[config.mk]
export PLATFORM = sky130hd
export DESIGN_NAME = ft_rx_packer
export DESIGN_NICKNAME = d
export VERILOG_FILES = /design/src/rtl/ft_rx_packer.sv
export SDC_FILE = /design/constraint.sdc
export NUM_CORES = 1
export LEC_CHECK = 0
export ABC_AREA = 0
export CORE_ASPECT_RATIO = 0.5
export CORE_MARGIN = 8
export CORE_UTILIZATION = 51
export CTS_CLUSTER_DIAMETER = 60
export DETAILED_ROUTE_END_ITERATION = 12
export PLACE_DENSITY_LB_ADDON = 0.15
export SYNTH_ARGS = -nofsm -noshare
export SYNTH_HDL_FRONTEND = slang
export SYNTH_SLANG_ARGS = --single-unit
[constraint.sdc]
create_clock -name ft_clk -period 2.3 [get_ports ft_clk]
set_input_delay 0.575 -clock ft_clk [delete_from_list [all_inputs] [get_ports ft_clk]]
set_output_delay 0.575 -clock ft_clk [all_outputs]
set_load 0.05 [all_outputs]
[src/rtl/ft_rx_packer.sv]
// ft_rx_packer: FT232H synchronous-FIFO receive front end.
// Drives the FTDI read handshake, buffers bytes in a 4-entry skid FIFO and
// parses SYNC/LEN/ADDR/DATA packets into one SDRAM write request per word.
module ft_rx_packer #(
  parameter int          ADDR_W    = 22,
  parameter logic [7:0]  SYNC_BYTE = 8'hA5
) (
  input  logic              ft_clk,
  input  logic              reset,
  input  logic              ft_rxf,
  input  logic [7:0]        ft_d,
  output logic              ft_oe,
  output logic              ft_rd,
  output logic              ft_wr,
  output logic              wr_req,
  input  logic              wr_ack,
  output logic [ADDR_W-1:0] wr_addr,
  output logic [15:0]       wr_data,
  output logic              pkt_err,
  output logic              busy
);

  typedef enum logic [1:0] {B_IDLE, B_OE, B_READ} bstate_t;
  typedef enum logic [2:0] {P_SYNC, P_LEN, P_A0, P_A1, P_A2, P_DLO, P_DHI, P_WAIT} pstate_t;

  bstate_t           r_bstate;
  pstate_t           r_pstate;
  logic [7:0]        r_mem [4];
  logic [1:0]        r_wptr, r_rptr;
  logic [2:0]        r_cnt;
  logic              r_oe, r_rd;
  logic [8:0]        r_wcnt;
  logic [15:0]       r_a16;
  logic [7:0]        r_dlo;
  logic [ADDR_W-1:0] r_addr;
  logic [15:0]       r_data;
  logic              r_req, r_err;

  logic              w_push, w_pop;
  logic [2:0]        w_cnt_nxt;
  logic [7:0]        w_byte;
  logic [23:0]       w_a24;

  // A byte lands on every edge spent in B_READ with data available; the
  // parser pops whenever it holds no pending request and the FIFO has data.
  assign w_push    = (r_bstate == B_READ) && !ft_rxf;
  assign w_pop     = (r_cnt != 3'd0) && (r_pstate != P_WAIT);
  assign w_cnt_nxt = r_cnt + 3'(w_push) - 3'(w_pop);
  assign w_byte    = r_mem[r_rptr];
  assign w_a24     = {w_byte, r_a16};

  assign ft_oe   = r_oe;
  assign ft_rd   = r_rd;
  assign ft_wr   = 1'b1;
  assign wr_req  = r_req;
  assign wr_addr = r_addr;
  assign wr_data = r_data;
  assign pkt_err = r_err;
  assign busy    = (r_pstate != P_SYNC) || (r_cnt != 3'd0);

  // FIFO storage; contents need no reset, pointers/occupancy guard them.
  always_ff @(posedge ft_clk) begin
    if (w_push) r_mem[r_wptr] <= ft_d;
  end

  // FIFO pointers and occupancy; simultaneous push and pop leaves count unchanged.
  always_ff @(posedge ft_clk) begin
    if (reset) begin
      r_wptr <= '0;
      r_rptr <= '0;
      r_cnt  <= '0;
    end else begin
      if (w_push) r_wptr <= r_wptr + 2'd1;
      if (w_pop)  r_rptr <= r_rptr + 2'd1;
      r_cnt <= w_cnt_nxt;
    end
  end

  // FTDI read handshake. Only start a burst with 3 free entries and stop once
  // occupancy reaches 3, so the FIFO can never be overrun.
  always_ff @(posedge ft_clk) begin
    if (reset) begin
      r_bstate <= B_IDLE;
      r_oe     <= 1'b1;
      r_rd     <= 1'b1;
    end else begin
      case (r_bstate)
        B_IDLE: if (!ft_rxf && r_cnt <= 3'd1) begin
          r_bstate <= B_OE;
          r_oe     <= 1'b0;
        end
        B_OE: begin
          r_bstate <= B_READ;
          r_rd     <= 1'b0;
        end
        B_READ: if (ft_rxf || w_cnt_nxt >= 3'd3) begin
          r_bstate <= B_IDLE;
          r_oe     <= 1'b1;
          r_rd     <= 1'b1;
        end
        default: begin
          r_bstate <= B_IDLE;
          r_oe     <= 1'b1;
          r_rd     <= 1'b1;
        end
      endcase
    end
  end

  // Packet parser; holds the write request until it is acknowledged.
  always_ff @(posedge ft_clk) begin
    if (reset) begin
      r_pstate <= P_SYNC;
      r_wcnt   <= '0;
      r_a16    <= '0;
      r_dlo    <= '0;
      r_addr   <= '0;
      r_data   <= '0;
      r_req    <= 1'b0;
      r_err    <= 1'b0;
    end else begin
      r_err <= 1'b0;
      case (r_pstate)
        P_SYNC: if (w_pop) begin
          if (w_byte == SYNC_BYTE) r_pstate <= P_LEN;
          else                     r_err    <= 1'b1;
        end
        P_LEN: if (w_pop) begin
          r_wcnt   <= (w_byte == 8'd0) ? 9'd256 : {1'b0, w_byte};
          r_pstate <= P_A0;
        end
        P_A0: if (w_pop) begin
          r_a16[7:0] <= w_byte;
          r_pstate   <= P_A1;
        end
        P_A1: if (w_pop) begin
          r_a16[15:8] <= w_byte;
          r_pstate    <= P_A2;
        end
        P_A2: if (w_pop) begin
          r_addr   <= w_a24[ADDR_W-1:0];
          r_pstate <= P_DLO;
        end
        P_DLO: if (w_pop) begin
          r_dlo    <= w_byte;
          r_pstate <= P_DHI;
        end
        P_DHI: if (w_pop) begin
          r_data   <= {w_byte, r_dlo};
          r_req    <= 1'b1;
          r_pstate <= P_WAIT;
        end
        P_WAIT: if (wr_ack) begin
          r_req    <= 1'b0;
          r_addr   <= r_addr + ADDR_W'(1);
          r_wcnt   <= r_wcnt - 9'd1;
          r_pstate <= (r_wcnt == 9'd1) ? P_SYNC : P_DLO;
        end
        default: r_pstate <= P_SYNC;
      endcase
    end
  end

endmodule

# Word-level counts from Yosys, hierarchy flattened
# Memories as Yosys holds them, arrays and structs flattened. A register that Yosys moved wholly into a read port is not among the register bits.
# Cells that the tools add are included.
# totals
memories	1
wordCells	110
output_inout_bits	44
mem_bits_rw	32
ff_bits	87
# mem_list
name	words	width	read_ports	rd_clocked_by_memory_dff	wr	line	text
r_mem	4	8	1	1	1	28	logic [7:0] r_mem [4];
# op_classes
n_mux	33
add_sub_neg	6
n_eq_ne	23
reduce_logical	26
order_cmp	2
bitwise	4
# ops
op	count
$mux 22	2
$pmux 22 s2	1
$mux 3	10
$mux 9	3
$pmux 3 s8	1
$add 22x1->22 const B	1
$ne 2x2->1 const B	10
$pmux 9 s2	1
$eq 3x3->1 const B	4
$reduce_and 2->1	6
$reduce_and 3->1	4
$eq 9x1->1 const B	1
$reduce_and 9->1	1
$sub 9x1->9 const B	1
$eq 8x8->1 const B	1
$logic_not 8->1	1
$mux 2	4
$mux 1	7
$eq 3x2->1 const B	2
$pmux 1 s3	2
$pmux 2 s3	1
$reduce_bool 2->1	3
$reduce_bool 3->1	2
$add 2x1->2 const B	2
17 further kinds	23

# Longest topological paths before layout
# Gate-level depths: netlist (run 1).
# logic_depth
depth_word	8
ltp_mapped	12

# Worst setup path after synthesis (run 1)
# OpenSTA, ideal clock, no wires.
# synth_path
kind	register to register
startpoint	register r_cnt[1]
endpoint	register r_rd (netlist: ft_rd)
path_buffers	1
setup_time_ns	0.126
stages_incl_launch_ff	12
setup_slack_ns	-0.164
arrival_ns	2.337
required_ns	2.174
cell_sequence	dfxtp_1 -> or3_1 -> clkbuf_1 -> nand2_1 -> xnor2_1 -> ha_1 -> inv_1 -> fa_1 -> xnor2_1 -> nand3_1 -> a21oi_1 -> o21ai_0
# synth_between
elab_chain_len	7
# synth_lines
item	line	text
start, declared	30	logic [2:0] r_cnt;
start signal, assigned	75	r_cnt <= w_cnt_nxt;
branches (longest 2 deep; another with $add 3x1->3)	--	
$sub 3x1->3 (*)	48	assign w_cnt_nxt = r_cnt + 3'(w_push) - 3'(w_pop);
$ge 3x2->1 (*)	96	B_READ: if (ft_rxf || w_cnt_nxt >= 3'd3) begin
$logic_or 1x1->1 (*)	96	
$ne 2x1->1 (no line) (*)	--	
$reduce_and 2->1 (no line) (*)	--	
end signal, assigned	94	r_rd <= 1'b0;
end signal, assigned	99	r_rd <= 1'b1;
end signal, assigned	104	r_rd <= 1'b1;
end, declared	31	logic r_oe, r_rd;
# Mark *: on every way between the ends.
# A chain may end at the register's enable or synchronous reset.

# Worst setup path in the final report (run 1)
# layout_path
startpoint	register r_addr[14] (netlist: wr_addr[14])
endpoint	output wr_addr[14]
# layout_lines
item	line	text
start, declared	35	logic [ADDR_W-1:0] r_addr;
start signal, assigned	141	r_addr <= w_a24[ADDR_W-1:0];
start signal, assigned	155	r_addr <= r_addr + ADDR_W'(1);
end, declared	17	output logic [ADDR_W-1:0] wr_addr,
# No word-level cell between the ends.

==> run metrics, run 1 <==
latest clock arrival within the worst-skew pair=about 0.41 ns; buffers and inverters on the worst path=1; slew margin rel.=40.2%; global route overflow=0; post-synthesis cell count=~560; share of layout cells above drive strength 1=14.5%; Async SR Flop Fraction=0%; CP Data Arrival Time=approximately 1.7 ns; Nets=around 660; fill count=781; RSZ-0062 raised after global routing=yes; top cell type's share of synthesized area=between 30 and 40%; clk slew on worst S/H paths=approximately 0.06 ns; drt pass-1 iters=5; Post-Synth Simple-Gate Area=about a fifth; synth cell count leaders=89 x dfxtp_1, 70 x nand2_1, 68 x nor2_1; Synth cell types=58; Multi-input gate area=roughly 2500 µm²; # hold bufs at CTS=0; highest fanout seen on the critical path=6; clk root buf=clkbuf_16; Final period util=between 90% and 100%; crit start category=flop; endpoints failing setup=0; Levels on crit path=1; setup TNS=0 ns; routed vias/inst=around 5.6; Die ar.=14100 µm²; Seq cells post-synth=121; min cycle time layout=about 2.3 ns; post-synthesis sequential area ratio=51.7%; worst setup path class=flop to output pin; CTS buffer count=17; CP cell instances=clkdlybuf4s50_1; core area=approximately 10000 µm²; CTS tree=done; Syn Nets=577; Die Ht=about 88 µm; outcome=finished clean; CP max stage delay=~0.85 ns; hold path cells=2; power per cell area=a little under 1000 nW/µm²; family with the most delay on the worst path=buffers and inverters; die width=about 160 µm; Post-synth EDFFs=32; Longest Clk Path Bufs=2; ant diodes=0; Routed Antenna Nets=0; max-cap violations=0; main combinational cell family by area after synthesis=simple AND/OR/NAND/NOR gates; Detailed Place HPWL=roughly 8.7 mm; WP data required=around 1.7 ns; Max stage delay cell, worst path=clkdlybuf4s50_1; Most Crowded Layer GR=met2; Min-Delay Path Class=flop to flop; vias in the first global route=roughly 4300; DRC errors left=0; grt met1 use=25.2%; VDD IR max=roughly 580 µV; GRT Util Overall=19.8%; Final Hold Fails=0; f_max=roughly 440 MHz; largest net degree at the start of global routing=44; starting density of the core=between 50% and 60%; # IOs=56; post-synthesis mux area share=8.70%; final core occ=slightly below 70%; DR vias=4427; most common cell in the netlist=dfxtp_1; post-synthesis xor/xnor area fraction=less than 1%; Mean Syn Cell Area=roughly 9.6 µm²; Routed WL=13.5 mm; dominant synthesized flop cell=dfxtp_1; PortBufs=54; Post-Syn Area=between 5000 and 6000 µm²; Rows=26; H-tree lvl count=4; post-DR wirelength/cell=17.2 µm; skew final=approximately 0.0062 ns; Worst Tran Pin Value=between 0.8 and 0.9 ns; leading area contributor after synthesis=dfxtp_1; worst r2r path cells=10; Lkg Pwr=between 2 and 3 nW; Detailed Route Iter0 Violations=331; Synth Area in Adders=between 2 and 2.5%; Synth Area in Compound Gates=approximately 13%; synthesis warning total=0; met3 Use GR=approximately 5.3%; largest cells by area after synthesis=dfxtp_1 34%, edfxtp_1 18%, mux2i_1 5.1%; RD Place Congestion=0.838; initial antenna violation count=0; Sink Count=between 100 and 150; Worst Setup End Kind=output pin; Sequential Area=2740 µm²; Area Overhead vs Synth=31.7%; global-route wire length before repair=about 22 mm; GR Util met2=between 30% and 40%; Final Max Tran Viols=0
## per-layer routing
| metal | up-vias | routed length, µm |
|---|---|---|
| met5 | - | 0 |
| met4 | 0 | 278 |
| met3 | 28 | 841 |
| met2 | 136 | 6040 |
| met1 | 2104 | 6370 |
| li1 | 2159 | - |
## timing repair
action	CTS	global route
endpoints found under the setup margin	2	20
pin swaps	0	6
resized for setup	2	14
cloned	0	0
buffers inserted	0	2
## logic make-up (layout without fill, tap and decap cells)
kind of cell | after synthesis | in the layout
simple gates | 221 | 221
flops | 121 | 121
compound gates | 119 | 119
buf+inv | 43 | 136
mux | 35 | 35
fa+ha+maj | 10 | 10
xor+xnor | 5 | 5
other cells | 1 | 1
## per-stage QoR
stage	cells	setup WS [ns]	hold WS, ns	cell area (µm²)	power [mW]
3_3_place_gp	754	-0.354	0.439	6280	3.69
6_report	788	0.0390	0.446	6990	6.72
4_1_cts	786	0.00100	0.450	6930	6.64
3_5_place_dp	754	-0.426	0.443	6280	3.71
5_1_grt	788	-0.0553	0.471	6990	6.98
2_1_floorplan	555	-0.00569	0.431	5360	3.21
## worst reg2reg max path, stage by stage, from the launching register on
cell      delay (ns)
dfxtp_2         0.33
or3_4           0.40
nand2_4         0.09
xnor2_2         0.12
ha_2            0.18
inv_1           0.05
fa_2            0.53
nand2b_4        0.13
nand3_4         0.08
a21oi_2         0.16
o21ai_1         0.07
## power by group
| part | leakage [nW] | internal [mW] | switching [mW] |
|---|---|---|---|
| Combinational | 1.36 | 0.623 | 0.825 |
| Clock | 0.303 | 1.92 | 0.999 |
| Sequential | 1.01 | 2.28 | 0.0714 |
| Total | 2.67 | 4.82 | 1.89 |
## cells in the final DEF (no fill, tap or decap), types with 3 or more instances in the layout
cell type and count:
dfxtp_1 88, nand2_1 69, nor2_1 68, a21oi_1 49, clkdlybuf4s50_1 42, buf_4 35, edfxtp_1 32, mux2i_1 27
o21ai_0 25, clkbuf_16 17, nand3_1 15, nor3_1 12, inv_1 11, and3_1 11, nand4_1 8, ha_1 8
a31oi_1 7, dlymetal6s2s_1 7, and2_1 6, nor4_1 6, buf_12 6, mux4_2 5, bufinv_16 5, nor2b_1 4
o22ai_1 4, a211oi_1 4, clkinvlp_4 4, and4_1 3, a21o_1 3, a2bb2oi_1 3, mux4_1 3, nand2b_1 3
o31a_1 3, o31ai_1 3, clkinv_4 3
## state kept, by name, summed over array words and instances, names as in the netlist, named ones only
signal and cells:
r_a16 16, r_wptr 2, wr_data 16, r_pstate 3, r_rptr 2, wr_addr 22
wr_req 1, pkt_err 1, ft_rd 1, ft_oe 1, r_cnt 3, r_bstate 2
r_mem 32, r_wcnt 9, r_dlo 8
## worst paths after layout
path | slack, ns | endpoint | start
worst max-delay path | 0.04 | wr_addr[14] | wr_addr[14]
worst min-delay path | 0.45 | ft_rd | ft_rd
worst max register to register | 0.05 | ft_rd | r_cnt[0]
worst min register to register | 0.45 | ft_rd | ft_rd
## area by class of cell
type,instances,share of cell area [%]
clock inverters,15,3.20
flip-flops and latches,121,39.2
clock buffers,17,6.08
well taps,140,2.50
repair buffers,93,13.1
inverters,11,0.590
multi-input cells,391,35.3
No activity file was read; power rests on OpenSTA's default activity.
==> inputs of run 2 (changes only) <==
Settings changed: RECOVER_POWER set to 100.
==> run 2 against run 1 <==
Net effect: combinational power is essentially flat; non-clock buffer count unchanged; hold slack worse by 0.00056 ns; register-to-register slack hardly changed; critical endpoint unchanged; largest cell class unchanged.
==> run metrics, run 2 (same netlist as run 1, synthesis figures left out) <==
clk root buf=clkbuf_16; commonest non-fill, non-tap cell in the layout=dfxtp_1; min cycle time layout=2.26 ns (+0.0000651 ns); f_max=442 MHz (about the same); CP max stage delay=0.85 ns (about the same); Routed Antenna Nets=0 (unchanged); Rows=26 (unchanged); power per cell area=959 nW/µm² (-0.15%); Layout Cells excl Fill=788 (unchanged); outcome=finished clean; Max stage delay cell, worst path=clkdlybuf4s50_1; Detailed Place HPWL=8.72 mm (unchanged); post-DR wirelength/cell=17.1 µm (-0.12%); Area Overhead vs Synth=31.7% (about the same); DR vias=4430 (+0.068%); met3 Use GR=5.25% (unchanged); Die ar.=14100 µm² (unchanged); max-cap violations=0 (unchanged); Detailed Route Iter0 Violations=331 (unchanged); vias in the first global route=4267 (unchanged); Inst Count DP=754 (unchanged); GR Util met2=31.3% (unchanged); ant diodes=0 (unchanged); global route overflow=0 (unchanged); CP Data Arrival Time=1.69 ns (about the same); CTS tree=done; Place WS=-0.426 ns (unchanged); family with the most delay on the worst path=buffers and inverters; Lkg Pwr=2.67 nW (about the same); Routed WL=13.5 mm (-0.12%); worst setup path class=flop to output pin; WP data required=1.73 ns (about the same); CP cell instances=clkdlybuf4s50_1; Final Max Tran Viols=0 (unchanged); crit start category=flop; endpoints failing setup=0 (unchanged); highest fanout seen on the critical path=6 (unchanged); setup TNS=0 ns (unchanged); global-route wire length before repair=21.9 mm (unchanged); skew final=0.00670 ns (+0.000534 ns); Longest Clk Path Bufs=2 (unchanged); H-tree lvl count=4 (unchanged); Worst Setup End Kind=output pin; Most Crowded Layer GR=met2; die width=160 µm (unchanged); slew margin rel.=40.1% (-0.058 points); RSZ-0062 raised after global routing=yes; initial antenna violation count=0 (unchanged); PortBufs=54 (unchanged); drt pass-1 iters=5 (unchanged); share of layout cells above drive strength 1=14.4% (-0.15 points); Die Ht=88.1 µm (unchanged); CTS buffer count=17 (unchanged); most frequent cells in the layout=88 x dfxtp_1, 69 x nand2_1, 68 x nor2_1; largest net degree at the start of global routing=44 (unchanged); Final period util=98.3% (about the same); routed vias/inst=5.62 (about the same); Biggest register=r_mem; VDD IR max=581 µV (about the same); Worst Tran Pin Value=0.895 ns (+0.000860 ns); Setup WS post-layout=0.0389 ns (-0.0000651 ns); latest clock arrival within the worst-skew pair=0.41 ns (about the same); core area=10200 µm² (unchanged); grt met1 use=25.2% (unchanged); Final Hold Fails=0 (unchanged); Sink Count=121 (unchanged); Nets=657 (unchanged); clk slew on worst S/H paths=0.06 ns (about the same); starting density of the core=52.1% (unchanged); # IOs=56 (unchanged); GRT Util Overall=19.8% (unchanged); Min-Delay Path Class=flop to flop; fill count=783 (+0.26%); DRC errors left=0 (unchanged); RD Place Congestion=0.838 (unchanged); max reg flops=32 (unchanged); Design Power=6.70 mW (-0.20%); buffers and inverters on the worst path=1 (unchanged)
## run 2: timing repair
action / CTS / global route
hold buffers: 0 / 0
endpoints found under the hold margin: 0 / 0
pin swaps: 0 / 6
resized for setup: 2 / 14
gates cloned: 0 / 0
setup buffers: 0 / 2
endpoints found under the setup margin: 2 / 20
## run 2: worst register-to-register path: stages (launching register included)
cell and delay, ns:
dfxtp_2 0.33, or3_4 0.40, nand2_4 0.09, xnor2_2 0.12
ha_2 0.18, inv_1 0.05, fa_2 0.53, nand2b_4 0.13
nand3_4 0.08, a21oi_2 0.16, o21ai_1 0.07
## run 2: final timing paths
kind / startpoint / end / slack (ns) / cells after the start
hold reg to reg: ft_rd / ft_rd / 0.44 / 2
setup reg to reg: r_cnt[0] / ft_rd / 0.05 / 10
hold / removal: ft_rd / ft_rd / 0.44 / 2
setup / recovery: wr_addr[14] / wr_addr[14] / 0.04 / 1
## run 2: report_power, final
part / internal (mW) / switching [mW]
registers: 2.28 / 0.0714
logic: 0.615 / 0.822
clock network: 1.92 / 0.997
## run 2: final cells by class
cell class              count  area (µm²)  area share (%)
inverters                  11        41.3           0.591
clock buffers              17         425            6.09
flip-flops and latches    121        2740            39.3
clock inverters            15         224            3.20
well taps                 140         175            2.51
repair buffers             93         910            13.0
multi-input cells         391        2470            35.3
## run 2: layer usage
| layer | part of all wire (%) | up-vias |
|---|---|---|
| met5 | 0 | - |
| met4 | 1.9 | 0 |
| met3 | 6.2 | 24 |
| met2 | 45 | 144 |
| met1 | 47 | 2104 |
| li1 | - | 2158 |
## run 2: metrics by stage
stage | area [µm²] | utilization, % | hold slack [ns]
after floorplan | 5360 | - | 0.431
after global placement | 6280 | 61.7 | 0.439
after detailed placement | 6280 | 61.7 | 0.443
after CTS | 6930 | 68.1 | 0.450
after global routing | 6990 | 68.7 | 0.471
final | 6990 | 68.7 | 0.445
==> inputs of run 3 (changes only) <==
Settings changed: ABC_CLOCK_PERIOD_IN_PS set to 1900.
Clock period 2.3 ns to 1.9 ns, I/O delays scaled along.
==> run 3 against run 2 <==
Net effect: the run now ends with negative setup slack left; critical path type is now flop to flop; global-route usage increased by 0.27 points; cell count increased by 3.7%; die area stayed put; hold slack worse by 0.056 ns.
==> run metrics, run 3 (same netlist as run 1, synthesis figures left out) <==
post-DR wirelength/cell=17.2 µm (+0.58%); Inst Count DP=778 (+3.2%); Routed Antenna Nets=0 (unchanged); grt met1 use=25.5% (+0.31 points); fill count=803 (+2.6%); endpoints failing setup=7 (+7); Layout Cells excl Fill=817 (+3.7%); hold_ws=0.389 ns (-0.0564 ns); Final Hold Fails=0 (unchanged); Rows=26 (unchanged); outcome=finished with violations; violated checks=negative setup slack; slew margin rel.=58.3% (+18 points); RD Place Congestion=0.828 (-1.1%); VDD IR max=811 µV (+39%); CP cell instances=or3_4 > nand2_4 > xnor2_2 > ha_2 > inv_2 > fa_2 > nand2b_4 > nand3_4 > a21oi_4 > o21ai_1; Lkg Pwr=2.74 nW (+2.9%); GR Util met2=32.5% (+1.2 points); die width=160 µm (unchanged); Worst Setup End Kind=flop; met3 Use GR=5.49% (+0.23 points); DRC errors left=0 (unchanged); crit path from=r_cnt[2]; GRT Util Overall=20.1% (+0.27 points); Levels on crit path=10 (+9); Max stage delay cell, worst path=fa_2; DR vias=4596 (+3.7%); skew final=0.00724 ns (+0.000547 ns); DP Area=6430 µm² (+2.4%); share of layout cells above drive strength 1=25.6% (+11 points); worst setup path class=flop to flop; vias in the first global route=4376 (+2.6%); Routed WL=14.1 mm (+4.3%); core area=10200 µm² (unchanged); Design Power=8.48 mW (+27%); buffers and inverters on the worst path=1 (unchanged); Most Crowded Layer GR=met2; H-tree lvl count=4 (unchanged); CP max stage delay=0.53 ns (-0.32 ns); Detailed Route Iter0 Violations=344 (+3.9%); Place WS=-0.715 ns (-0.289 ns); Sink Count=121 (unchanged); crit path to=ft_rd; crit start category=flop; Biggest register=r_mem; Final Cell Area=7100 µm² (+1.6%); R2R setup slack=-0.31 ns (-0.36 ns); Setup WS post-layout=-0.305 ns (-0.344 ns); Detailed Place HPWL=9.23 mm (+5.9%); Final Max Tran Viols=0 (unchanged); RSZ-0062 raised after global routing=yes; global-route wire length before repair=22.3 mm (+1.9%); worst r2r path cells=10 (unchanged); Min-Delay Path Class=primary input to flop; CP Data Arrival Time=2.51 ns (+0.82 ns); Die ar.=14100 µm² (unchanged); clk root buf=clkbuf_16; WP data required=2.20 ns (+0.47 ns); routed vias/inst=5.63 (about the same); Final period util=116%; commonest non-fill, non-tap cell in the layout=dfxtp_1; Die Ht=88.1 µm (unchanged); clk slew on worst S/H paths=0.06 ns (about the same); ant diodes=0 (unchanged); PortBufs=54 (unchanged); final core occ=69.7% (+1.1 points); largest net degree at the start of global routing=73 (+66%); drt pass-1 iters=5 (unchanged); power per cell area=1190 nW/µm² (+25%); setup TNS=-1.11 ns (-1.11 ns); CTS tree=done; family with the most delay on the worst path=adder cells; worst r2r src=r_cnt[2]; highest fanout seen on the critical path=3 (-3); reg2reg end=ft_rd; most frequent cells in the layout=74 x dfxtp_1, 68 x nand2_1, 65 x nor2_1; initial antenna violation count=0 (unchanged); # hold bufs at CTS=0 (unchanged); CTS buffer count=17 (unchanged); latest clock arrival within the worst-skew pair=0.41 ns (about the same); f_max=roughly 450 MHz; Worst Tran Pin Value=0.627 ns (-0.268 ns); # IOs=56 (unchanged); min cycle time layout=about 2.2 ns; max-cap violations=0 (unchanged); starting density of the core=52.1% (unchanged); global route overflow=0 (unchanged); Area Overhead vs Synth=33.7%; Nets=686 (+4.4%); max reg flops=32 (unchanged); Longest Clk Path Bufs=2 (unchanged)
run 3: cell count changes in the layout (fill, tap and decap cells not counted), sizes merged:
| cell | previous run | this run |
|---|---|---|
| buf | 41 | 73 |
| clkbuf | 18 | 57 |
| inv | 12 | 13 |
| dlygate4sd2 | 2 | 0 |
| clkinvlp | 4 | 1 |
| clkdlybuf4s50 | 34 | 2 |
| clkinv | 5 | 6 |
| dlymetal6s2s | 7 | 0 |
run 3: worst register-to-register path, stage by stage (launching register included):
cell and delay, ns:
dfxtp_2 0.32, or3_4 0.39, nand2_4 0.09, xnor2_2 0.11, ha_2 0.19, inv_2 0.04
fa_2 0.53, nand2b_4 0.13, nand3_4 0.09, a21oi_4 0.14, o21ai_1 0.08
run 3: repair_timing:
item / CTS / global route
setup endpoints to repair: 26 / 28
pin swaps: 3 / 5
buffers inserted: 1 / 6
resized for setup: 13 / 10
run 3: layout make-up:
cell class | count | area [µm²] | share of cell area (%)
Timing Repair Buffer | 122 | 928 | 13.1
Multi-Input combinational cell | 391 | 2540 | 35.8
Inverter | 11 | 41.3 | 0.581
Tap cell | 140 | 175 | 2.47
Sequential cell | 121 | 2770 | 39.0
Clock inverter | 14 | 220 | 3.10
Clock buffer | 18 | 429 | 6.04
run 3: power by group:
part           switching [mW]  internal, mW  leakage [nW]  total [mW]
Combinational            1.14         0.960          1.41        2.10
Sequential             0.0658          2.75          1.01        2.82
Clock                    1.22          2.34         0.315        3.56
run 3: worst min path at each step:
stage	slack [ns]	cells after the start	start	to
5_1_grt	0.38	2	reset	wr_addr[20]
3_3_place_gp	0.44	2	r_dlo[2]	wr_data[2]
4_1_cts	0.37	2	reset	wr_addr[20]
3_5_place_dp	0.44	2	ft_oe	ft_oe
6_report	0.39	2	reset	wr_addr[20]
2_1_floorplan	0.43	2	r_dlo[0]	wr_data[0]
run 3: per-layer routing:
layer	wire (µm)	vias up	share of wire (%)
met4	172	0	1.2
met3	924	19	6.6
li1	-	2223	-
met2	6500	144	46
met1	6490	2210	46
met5	0	-	0
